--- src/rtl/uart_tx_queue.sv ---
// ---------------------------------------------------------------------------
// uart_tx_queue
//
// Purpose:
//   Byte-queued UART transmitter. Bytes pushed on the tx_data/tx_valid
//   handshake are stored in a small FIFO and sent one frame at a time on
//   uart_txd: one start bit (low), PAYLOAD_BITS data bits LSB first, then
//   STOP_BITS stop bits (high). Each bit lasts CLK_HZ/BIT_RATE clock cycles.
//
// Ports:
//   clk          rising-edge clock for all logic
//   reset        synchronous, active-high; flushes the queue, aborts any frame
//   tx_data      byte to queue (only the low PAYLOAD_BITS bits are sent)
//   tx_valid     tx_data is valid this cycle
//   tx_ready     queue can accept a byte (registered count not at depth)
//   uart_tx_en   permits new frames to start; a running frame always finishes
//   uart_txd     registered serial line, idle high
//   tx_busy      a frame is in progress
//   fifo_count   bytes waiting in the queue (the byte being sent is excluded)
//   tx_overflow  sticky flag: a byte was offered while the queue was full
// ---------------------------------------------------------------------------
module uart_tx_queue #(
  parameter int BIT_RATE     = 9600,
  parameter int CLK_HZ       = 50_000_000,
  parameter int PAYLOAD_BITS = 8,
  parameter int STOP_BITS    = 1,
  parameter int FIFO_DEPTH   = 16
) (
  input  logic                          clk,
  input  logic                          reset,
  input  logic [7:0]                    tx_data,
  input  logic                          tx_valid,
  output logic                          tx_ready,
  input  logic                          uart_tx_en,
  output logic                          uart_txd,
  output logic                          tx_busy,
  output logic [$clog2(FIFO_DEPTH):0]   fifo_count,
  output logic                          tx_overflow
);

  localparam int CYCLES_PER_BIT = CLK_HZ / BIT_RATE;
  localparam int PTR_W          = $clog2(FIFO_DEPTH);
  localparam int CNT_W          = PTR_W + 1;
  localparam int STOP_CYCLES    = STOP_BITS * CYCLES_PER_BIT;
  // The stop phase is the longest single timer load, so size the timer for it.
  localparam int TIMER_W        = $clog2(STOP_CYCLES);
  localparam int BITCNT_W       = $clog2(PAYLOAD_BITS);

  // Reject parameter sets the datapath cannot represent.
  if (CYCLES_PER_BIT < 2) begin : gBadRate
    $error("uart_tx_queue: CLK_HZ/BIT_RATE must be at least 2");
  end
  if (PAYLOAD_BITS < 5 || PAYLOAD_BITS > 8) begin : gBadPayload
    $error("uart_tx_queue: PAYLOAD_BITS must be 5..8");
  end
  if (STOP_BITS != 1 && STOP_BITS != 2) begin : gBadStop
    $error("uart_tx_queue: STOP_BITS must be 1 or 2");
  end
  if (FIFO_DEPTH < 2 || (FIFO_DEPTH & (FIFO_DEPTH - 1)) != 0) begin : gBadDepth
    $error("uart_tx_queue: FIFO_DEPTH must be a power of two >= 2");
  end

  typedef enum logic [1:0] {
    IDLE,
    START,
    DATA,
    STOP
  } state_e;

  state_e                  state_q, state_d;
  logic [PAYLOAD_BITS-1:0] fifoMem_q [FIFO_DEPTH];
  logic [PTR_W-1:0]        wrPtr_q, wrPtr_d;
  logic [PTR_W-1:0]        rdPtr_q, rdPtr_d;
  logic [CNT_W-1:0]        count_q, count_d;
  logic                    overflow_q, overflow_d;
  logic [PAYLOAD_BITS-1:0] shift_q, shift_d;
  logic [TIMER_W-1:0]      timer_q, timer_d;
  logic [BITCNT_W-1:0]     bitCnt_q, bitCnt_d;
  logic                    txd_q, txd_d;

  logic full;
  logic push;
  logic pop;

  // Fullness comes from the registered count only, so a pop in the same
  // cycle never opens a slot for a push while the queue is full.
  assign full = (count_q == CNT_W'(FIFO_DEPTH));
  assign push = tx_valid && !full;
  assign pop  = (state_q == IDLE) && (count_q != '0) && uart_tx_en;

  assign tx_ready    = !full;
  assign tx_overflow = overflow_q;
  assign fifo_count  = count_q;
  assign uart_txd    = txd_q;
  assign tx_busy     = (state_q != IDLE);

  // Queue bookkeeping: pointers advance independently, the count only moves
  // when exactly one of push/pop happens, and overflow latches any offer
  // that arrives while full.
  always_comb begin
    wrPtr_d    = wrPtr_q;
    rdPtr_d    = rdPtr_q;
    count_d    = count_q;
    overflow_d = overflow_q;
    if (push) begin
      wrPtr_d = wrPtr_q + PTR_W'(1);
    end
    if (pop) begin
      rdPtr_d = rdPtr_q + PTR_W'(1);
    end
    if (push && !pop) begin
      count_d = count_q + CNT_W'(1);
    end else if (!push && pop) begin
      count_d = count_q - CNT_W'(1);
    end
    if (tx_valid && full) begin
      overflow_d = 1'b1;
    end
  end

  // Queue storage has no reset; the pointers and count define what is valid.
  always_ff @(posedge clk) begin
    if (!reset && push) begin
      fifoMem_q[wrPtr_q] <= tx_data[PAYLOAD_BITS-1:0];
    end
  end

  // Frame sequencer. uart_txd is computed as a next-state value so the line
  // changes on the same edge the state changes, keeping every phase exactly
  // one timer load long. The data shift register presents the next bit in
  // position 0 and shifts right as each bit is launched.
  always_comb begin
    state_d  = state_q;
    shift_d  = shift_q;
    timer_d  = timer_q;
    bitCnt_d = bitCnt_q;
    txd_d    = txd_q;
    case (state_q)
      IDLE: begin
        txd_d = 1'b1;
        if (pop) begin
          shift_d  = fifoMem_q[rdPtr_q];
          timer_d  = TIMER_W'(CYCLES_PER_BIT - 1);
          bitCnt_d = '0;
          txd_d    = 1'b0;
          state_d  = START;
        end
      end
      START: begin
        if (timer_q == '0) begin
          txd_d   = shift_q[0];
          shift_d = shift_q >> 1;
          timer_d = TIMER_W'(CYCLES_PER_BIT - 1);
          state_d = DATA;
        end else begin
          timer_d = timer_q - TIMER_W'(1);
        end
      end
      DATA: begin
        if (timer_q == '0) begin
          if (bitCnt_q == BITCNT_W'(PAYLOAD_BITS - 1)) begin
            txd_d   = 1'b1;
            timer_d = TIMER_W'(STOP_CYCLES - 1);
            state_d = STOP;
          end else begin
            txd_d    = shift_q[0];
            shift_d  = shift_q >> 1;
            bitCnt_d = bitCnt_q + BITCNT_W'(1);
            timer_d  = TIMER_W'(CYCLES_PER_BIT - 1);
          end
        end else begin
          timer_d = timer_q - TIMER_W'(1);
        end
      end
      STOP: begin
        txd_d = 1'b1;
        if (timer_q == '0) begin
          state_d = IDLE;
        end else begin
          timer_d = timer_q - TIMER_W'(1);
        end
      end
      default: begin
        txd_d   = 1'b1;
        state_d = IDLE;
      end
    endcase
  end

  // State registers. Reset wins over everything, including a push in the
  // same cycle, and drops the line high immediately.
  always_ff @(posedge clk) begin
    if (reset) begin
      state_q    <= IDLE;
      wrPtr_q    <= '0;
      rdPtr_q    <= '0;
      count_q    <= '0;
      overflow_q <= 1'b0;
      shift_q    <= '0;
      timer_q    <= '0;
      bitCnt_q   <= '0;
      txd_q      <= 1'b1;
    end else begin
      state_q    <= state_d;
      wrPtr_q    <= wrPtr_d;
      rdPtr_q    <= rdPtr_d;
      count_q    <= count_d;
      overflow_q <= overflow_d;
      shift_q    <= shift_d;
      timer_q    <= timer_d;
      bitCnt_q   <= bitCnt_d;
      txd_q      <= txd_d;
    end
  end

endmodule

--- config.mk ---
export PLATFORM = sky130hd
export DESIGN_NAME = uart_tx_queue
export DESIGN_NICKNAME = d
export VERILOG_FILES = /design/src/rtl/uart_tx_queue.sv
export SDC_FILE = /design/constraint.sdc
export NUM_CORES = 1
export LEC_CHECK = 0
export BUFFER_PORTS_ARGS = -buffer_cell sky130_fd_sc_hd__buf_2
export CAP_MARGIN = 10
export CELL_PAD_IN_SITES_DETAIL_PLACEMENT = 0
export CELL_PAD_IN_SITES_GLOBAL_PLACEMENT = 1
export CORE_AREA = 10 10 126 128
export CTS_CLUSTER_SIZE = 14
export DETAILED_ROUTE_END_ITERATION = 7
export DIE_AREA = 0 0 136 138
export GPL_TIMING_DRIVEN = 0
export PLACE_DENSITY = 0.95
export SLEW_MARGIN = 10
export SYNTH_ARGS = -nofsm -noshare
export SYNTH_HDL_FRONTEND = slang
export SYNTH_SLANG_ARGS = --single-unit
--- constraint.sdc ---
create_clock -name clk -period 6.1 [get_ports clk]
set_input_delay 1.83 -clock clk [delete_from_list [all_inputs] [get_ports clk]]
set_output_delay 1.83 -clock clk [all_outputs]
set_load 0.02 [all_outputs]
==> results of run 1 <==
==> logic make-up (layout without fill, tap and decap cells) <==
logic type / Yosys count / after routing
DFF: 173 / 173
and+or+nand+nor: 124 / 124
AOI/OAI and AO/OA: 95 / 95
muxes: 52 / 52
buffers and inverters: 33 / 86
adders and majority gates: 19 / 19
xor gates and xnor gates: 12 / 12
==> per-stage QoR <==
| stage | hold WS (ns) | utilization | setup WS [ns] | power [mW] |
|---|---|---|---|---|
| floorplan | 0.433 | - | 2.30 | 2.32 |
| global route | 0.472 | 0.617 | 2.05 | 3.88 |
| detailed placement | 0.445 | 0.571 | 1.70 | 2.60 |
| CTS | 0.461 | 0.616 | 2.11 | 3.69 |
| global placement | 0.439 | 0.571 | 1.79 | 2.55 |
| finish | 0.461 | 0.617 | 2.27 | 3.70 |
==> layer usage <==
metal | track usage | vias up | part of all wire
li1 | - | 2042 | -
met1 | 0.216 | 2225 | 0.40
met2 | 0.274 | 219 | 0.50
met3 | 0.0370 | 36 | 0.071
met4 | 0.0791 | 0 | 0.032
met5 | 0 | - | 0
==> worst min path at each step <==
stage | end | depth (start not counted) | from | slack [ns]
floorplan | shift_q[1] | 1 | shift_q[1] | 0.43
global placement | shift_q[6] | 1 | shift_q[6] | 0.44
detailed placement | shift_q[2] | 1 | shift_q[2] | 0.45
CTS | shift_q[2] | 1 | shift_q[2] | 0.46
global route | shift_q[2] | 1 | shift_q[2] | 0.47
finish | shift_q[2] | 1 | shift_q[2] | 0.46
==> critical path: cells and delay by family <==
family	cells	cell delay (ns)
simple gates	3	1.47
compound gates	1	0.47
buf+inv	1	0.08
==> placed cells by master (no fill, tap or decap), types with 7 or more instances in the layout <==
cell type  instances
a21oi_1           24
buf_2             24
nand2b_1          12
edfxtp_1         128
ha_1              18
inv_1             11
mux2i_1           28
a32o_1             7
dfxtp_1           45
clkbuf_1          13
nand2_1           15
xnor2_1            7
mux4_2            23
nor2_1            52
o21ai_0           11
clkbuf_16         17
==> flip-flops by register name, summed over array words and instances (netlist names), named ones only <==
register,cells
bitCnt_q,3
fifoMem_q,128
fifo_count,5
rdPtr_q,4
shift_q,8
state_q,2
timer_q,13
tx_overflow,1
uart_txd,1
wrPtr_q,4
==> layout make-up <==
cell class / instances / area (um^2) / share of cell area
plain buffers: 22 / 109 / 0.0131
inverters: 11 / 41.3 / 0.00496
repair buffers: 21 / 105 / 0.0126
flip-flops and latches: 173 / 4740 / 0.570
clock inverters: 14 / 175 / 0.0210
multi-input cells: 302 / 2500 / 0.300
well taps: 180 / 225 / 0.0270
clock buffers: 18 / 429 / 0.0515
==> where the power goes <==
group | switching (mW) | internal [mW] | total (mW)
registers | 0.0917 | 1.37 | 1.46
logic | 0.669 | 0.471 | 1.14
clock network | 0.480 | 0.621 | 1.10
==> flow_metrics.tcl, run 1 <==
set metrics [dict create \
    yosys-top-cells-area "edfxtp_1, dfxtp_1, mux4_2, mux2i_1, ha_1" \
    synth-adder-area-share 0.0332 \
    syn-instance-count 508 \
    drc 0 \
    worstMarginPinSlew_ns 1.14 \
    synth_ff_type "edfxtp_1" \
    fin_setup_tns_ns 0 \
    drv_cap 0 \
    instances_no_fill 741 \
    areaGrowthSynthToFinish_pct 12.8 \
    cp-end-kind "flip-flop" \
    routabilityCongestion 0.808 \
    finalWirelength_mm 15.8 \
    leakage_nw 2.82 \
    n_antenna_cell 0 \
    post_drt_wl_per_cell_um 21.3 \
    finalHoldViolCount 0 \
    hold_buffers 0 \
    layout-drive-gt1-share 0.176 \
    cp_max_fo 8 \
    clkTransAtPathRegs_ns 0.07 \
    grt_max_degree 18 \
    num_vias 4522 \
    dieHeight_um 138 \
    start_util 0.547 \
    port_buffers 20 \
    endpoint "fifoMem_q[0][4]" \
    yosysWarnings 0 \
    synth_top_family_by_area "multiplexers" \
    clock_latency_ns 0.43 \
    rows 43 \
    syn_nets 539 \
    hpwl_mm 10.3 \
    die_w_um 136 \
    crit_chain "buf_2, a21boi_1, nor2b_1, nand2_1, nor3_1" \
    stdcell_area_um2 8330 \
    drv_slew 0 \
    yosys.area_share.simple 0.0885 \
    finalClockSkew_ns 0.0138 \
    synth-seq-area-share 0.643 \
    ios 21 \
    fmaxAchievable_ghz 0.261 \
    grt_first_pass_wirelength_mm 24.7 \
    ir_drop_v 0.000315 \
    fin_crit_sh 0.628 \
    rr_startpoint "fifo_count[0]" \
    path_class "input pin to flip-flop" \
    clock_sinks 173 \
    dpl_cell_area_um2 7710 \
    worstSetupStartpointType "input pin" \
    regToRegSetupSlack_ns 2.92 \
    cp.required_ns 6.14 \
    synth_top_cell_by_area "edfxtp_1" \
    post-cts-setup-buffers 0 \
    post_cts_resized 0 \
    hp-class "flip-flop to flip-flop" \
    relSlewSlack 0.235 \
    cts-root-buf "clkbuf_16" \
    critical_path.max_stage_delay_ns 0.91 \
    cts_htree_levels 4 \
    synth_compound_area_frac 0.0915 \
    synthMuxAreaShare 0.110 \
    status "finished, final reports clean" \
    syn-cell-area_um2 7380 \
    clockBufferDepth 2 \
    reg2regPathDepth 11 \
    r2r_end "fifo_count[4]" \
    tritoncts "built" \
    numCtsBuffers 17 \
    synthXorXnorAreaFrac 0.0142 \
    critPathSlowestCell "nor3_1" \
    avgSynthCellArea_um2 14.5 \
    period_needed_ns 3.83 \
    antenna_found_initial 0 \
    coreArea_um2 13500 \
    fillers 962 \
    grt_use_total 0.171 \
    yosysMostFrequentCell "edfxtp_1" \
    setup_viol 0 \
    ant_nets 0 \
    ys_async_sr_fraction 0 \
    synth_commonest_cells "edfxtp_1, nor2_1, dfxtp_1" \
    placedCellCount 708 \
    yosysUniqueCellTypes 66 \
    dieArea_um2 18800 \
    crit_arrival_ns 3.87 \
    first_global_vias 4457 \
    drt-initial-drc-count 457 \
    grt_setup_unrepaired "no" \
    dr.pass1.iters 8 \
    p_per_area_nw_per_um2 444 \
    synth_edf_count 128 \
    nNetsFinal 579 \
    ys_ff_latch 173 \
    synth_top_area_frac 0.521 \
    drt-vias-per-instance 6.10 \
    overflow 0 \
    startpoint "tx_valid" \
]
Power figures use the tool's default switching activity.
==> run 2: changes to the inputs <==
Settings changed: CORE_AREA 10 10 126 128 to 10 10 131 133, DIE_AREA 0 0 136 138 to 0 0 141 143, PLACE_DENSITY 0.95 to 0.89.
Clock period 6.1 ns to 3.92 ns, I/O delays scaled along.
==> flow_metrics.tcl, run 2 (synthesis gave the netlist of run 1 again) <==
set metrics [dict create \
    period_needed_ns 3.19 \
    placedCellCount 712 \
    worst_slack_ns 0.731 \
    grt_first_pass_wirelength_mm 23.9 \
    wl_met2_mm 7.61 \
    cp_max_fo 6 \
    drc 0 \
    ant_nets 0 \
    stdcell_area_um2 8310 \
    top_layer_used "met4" \
    areaGrowthSynthToFinish_pct 12.5 \
    layout_common_cells "edfxtp_1, nor2_1, dfxtp_1" \
    regMostFlops "fifoMem_q" \
    crit_arrival_ns 3.55 \
    routabilityCongestion 0.782 \
    met1_length_mm 6.49 \
    numCtsBuffers 17 \
    cp.required_ns 4.28 \
    start_util 0.512 \
    drt-vias-per-instance 5.92 \
    fin_crit_sh 0.813 \
    status "finished, final reports clean" \
    largest_reg_flops 128 \
    clock_sinks 173 \
    dieHeight_um 143 \
    p_total_mw 5.68 \
    finalWirelength_mm 15.3 \
    fin_setup_tns_ns 0 \
    overflow 0 \
    dpl_cell_area_um2 7710 \
    layout-drive-gt1-share 0.179 \
    relSlewSlack 0.415 \
    setup_viol 0 \
    port_buffers 20 \
    coreArea_um2 14400 \
    dr.pass1.iters 5 \
    grt_use_total 0.154 \
    worstSetupStartpointType "flip-flop" \
    path_class "flip-flop to flip-flop" \
    antenna_found_initial 0 \
    die_w_um 141 \
    tritoncts "built" \
    drv_slew 0 \
    first_global_vias 4379 \
    ios 21 \
    clock_latency_ns 0.43 \
    clockBufferDepth 2 \
    hold_buffers 0 \
    cts_htree_levels 4 \
    hp-class "flip-flop to flip-flop" \
    clkTransAtPathRegs_ns 0.07 \
    cp-end-kind "flip-flop" \
    drt-initial-drc-count 327 \
    rows 44 \
    n_antenna_cell 0 \
    pre_cts_ws_ns 0.213 \
    post_cts_resized 0 \
    cts-root-buf "clkbuf_16" \
    finalHoldViolCount 0 \
    worstMarginPinSlew_ns 0.874 \
    leakage_nw 2.81 \
    finalClockSkew_ns 0.00730 \
    instances_no_fill 744 \
    grt_setup_unrepaired "no" \
    reg_top3 "fifoMem_q: 128 flops, timer_q: 13 flops, shift_q: 8 flops" \
    post_drt_wl_per_cell_um 20.6 \
    p_per_area_nw_per_um2 684 \
    nNetsFinal 578 \
    dieArea_um2 20200 \
    wl_met3_um 876 \
    final_common_cell "edfxtp_1" \
    num_vias 4401 \
    drv_cap 0 \
    fmaxAchievable_ghz 0.314 \
    ir_drop_v 0.000346 \
    grt_max_degree 18 \
    post-cts-setup-buffers 0 \
    hpwl_mm 10.2 \
]
## run 2: layout make-up
type | count | area, um^2
buffer | 22 | 109
multi-input combinational | 302 | 2510
timing repair buffer | 20 | 100
fill | 1109 | 6110
inverter | 11 | 41.3
tap | 184 | 230
sequential | 173 | 4740
clock buffer | 18 | 429
clock inverter | 14 | 146
## run 2: critical path: stages (launching register included)
cell and delay (ns):
dfxtp_1 0.37, or4_1 0.62, o21a_1 0.30, nand2_1 0.20, ha_1 0.22, inv_1 0.11
fa_1 0.42, a21o_1 0.17, a21oi_1 0.19, xnor2_1 0.09, or3_1 0.30, a21oi_1 0.14
## run 2: where the power goes
part | switching (mW) | internal (mW) | total (mW)
Sequential | 0.141 | 2.13 | 2.27
Combinational | 1.04 | 0.733 | 1.77
Clock | 0.748 | 0.901 | 1.65
Total | 1.92 | 3.76 | 5.68
## run 2: routing by layer
| layer | vias to the layer above | track usage |
|---|---|---|
| li1 | 2044 | - |
| met1 | 2181 | 0.194 |
| met2 | 150 | 0.245 |
| met3 | 26 | 0.0388 |
| met4 | 0 | 0.0723 |
| met5 | - | 0 |
## run 2: final timing paths
kind,from,slack [ns],cells after the start,to
max,fifo_count[0],0.73,11,fifo_count[4]
min,uart_txd,0.46,1,uart_txd
max reg2reg,fifo_count[0],0.73,11,fifo_count[4]
min reg2reg,uart_txd,0.46,1,uart_txd
## run 2: per-stage QoR
step	hold WS (ns)	util
floorplan	0.433	-
global placement	0.441	0.535
detailed placement	0.446	0.535
CTS	0.463	0.575
global route	0.497	0.576
finish	0.460	0.576
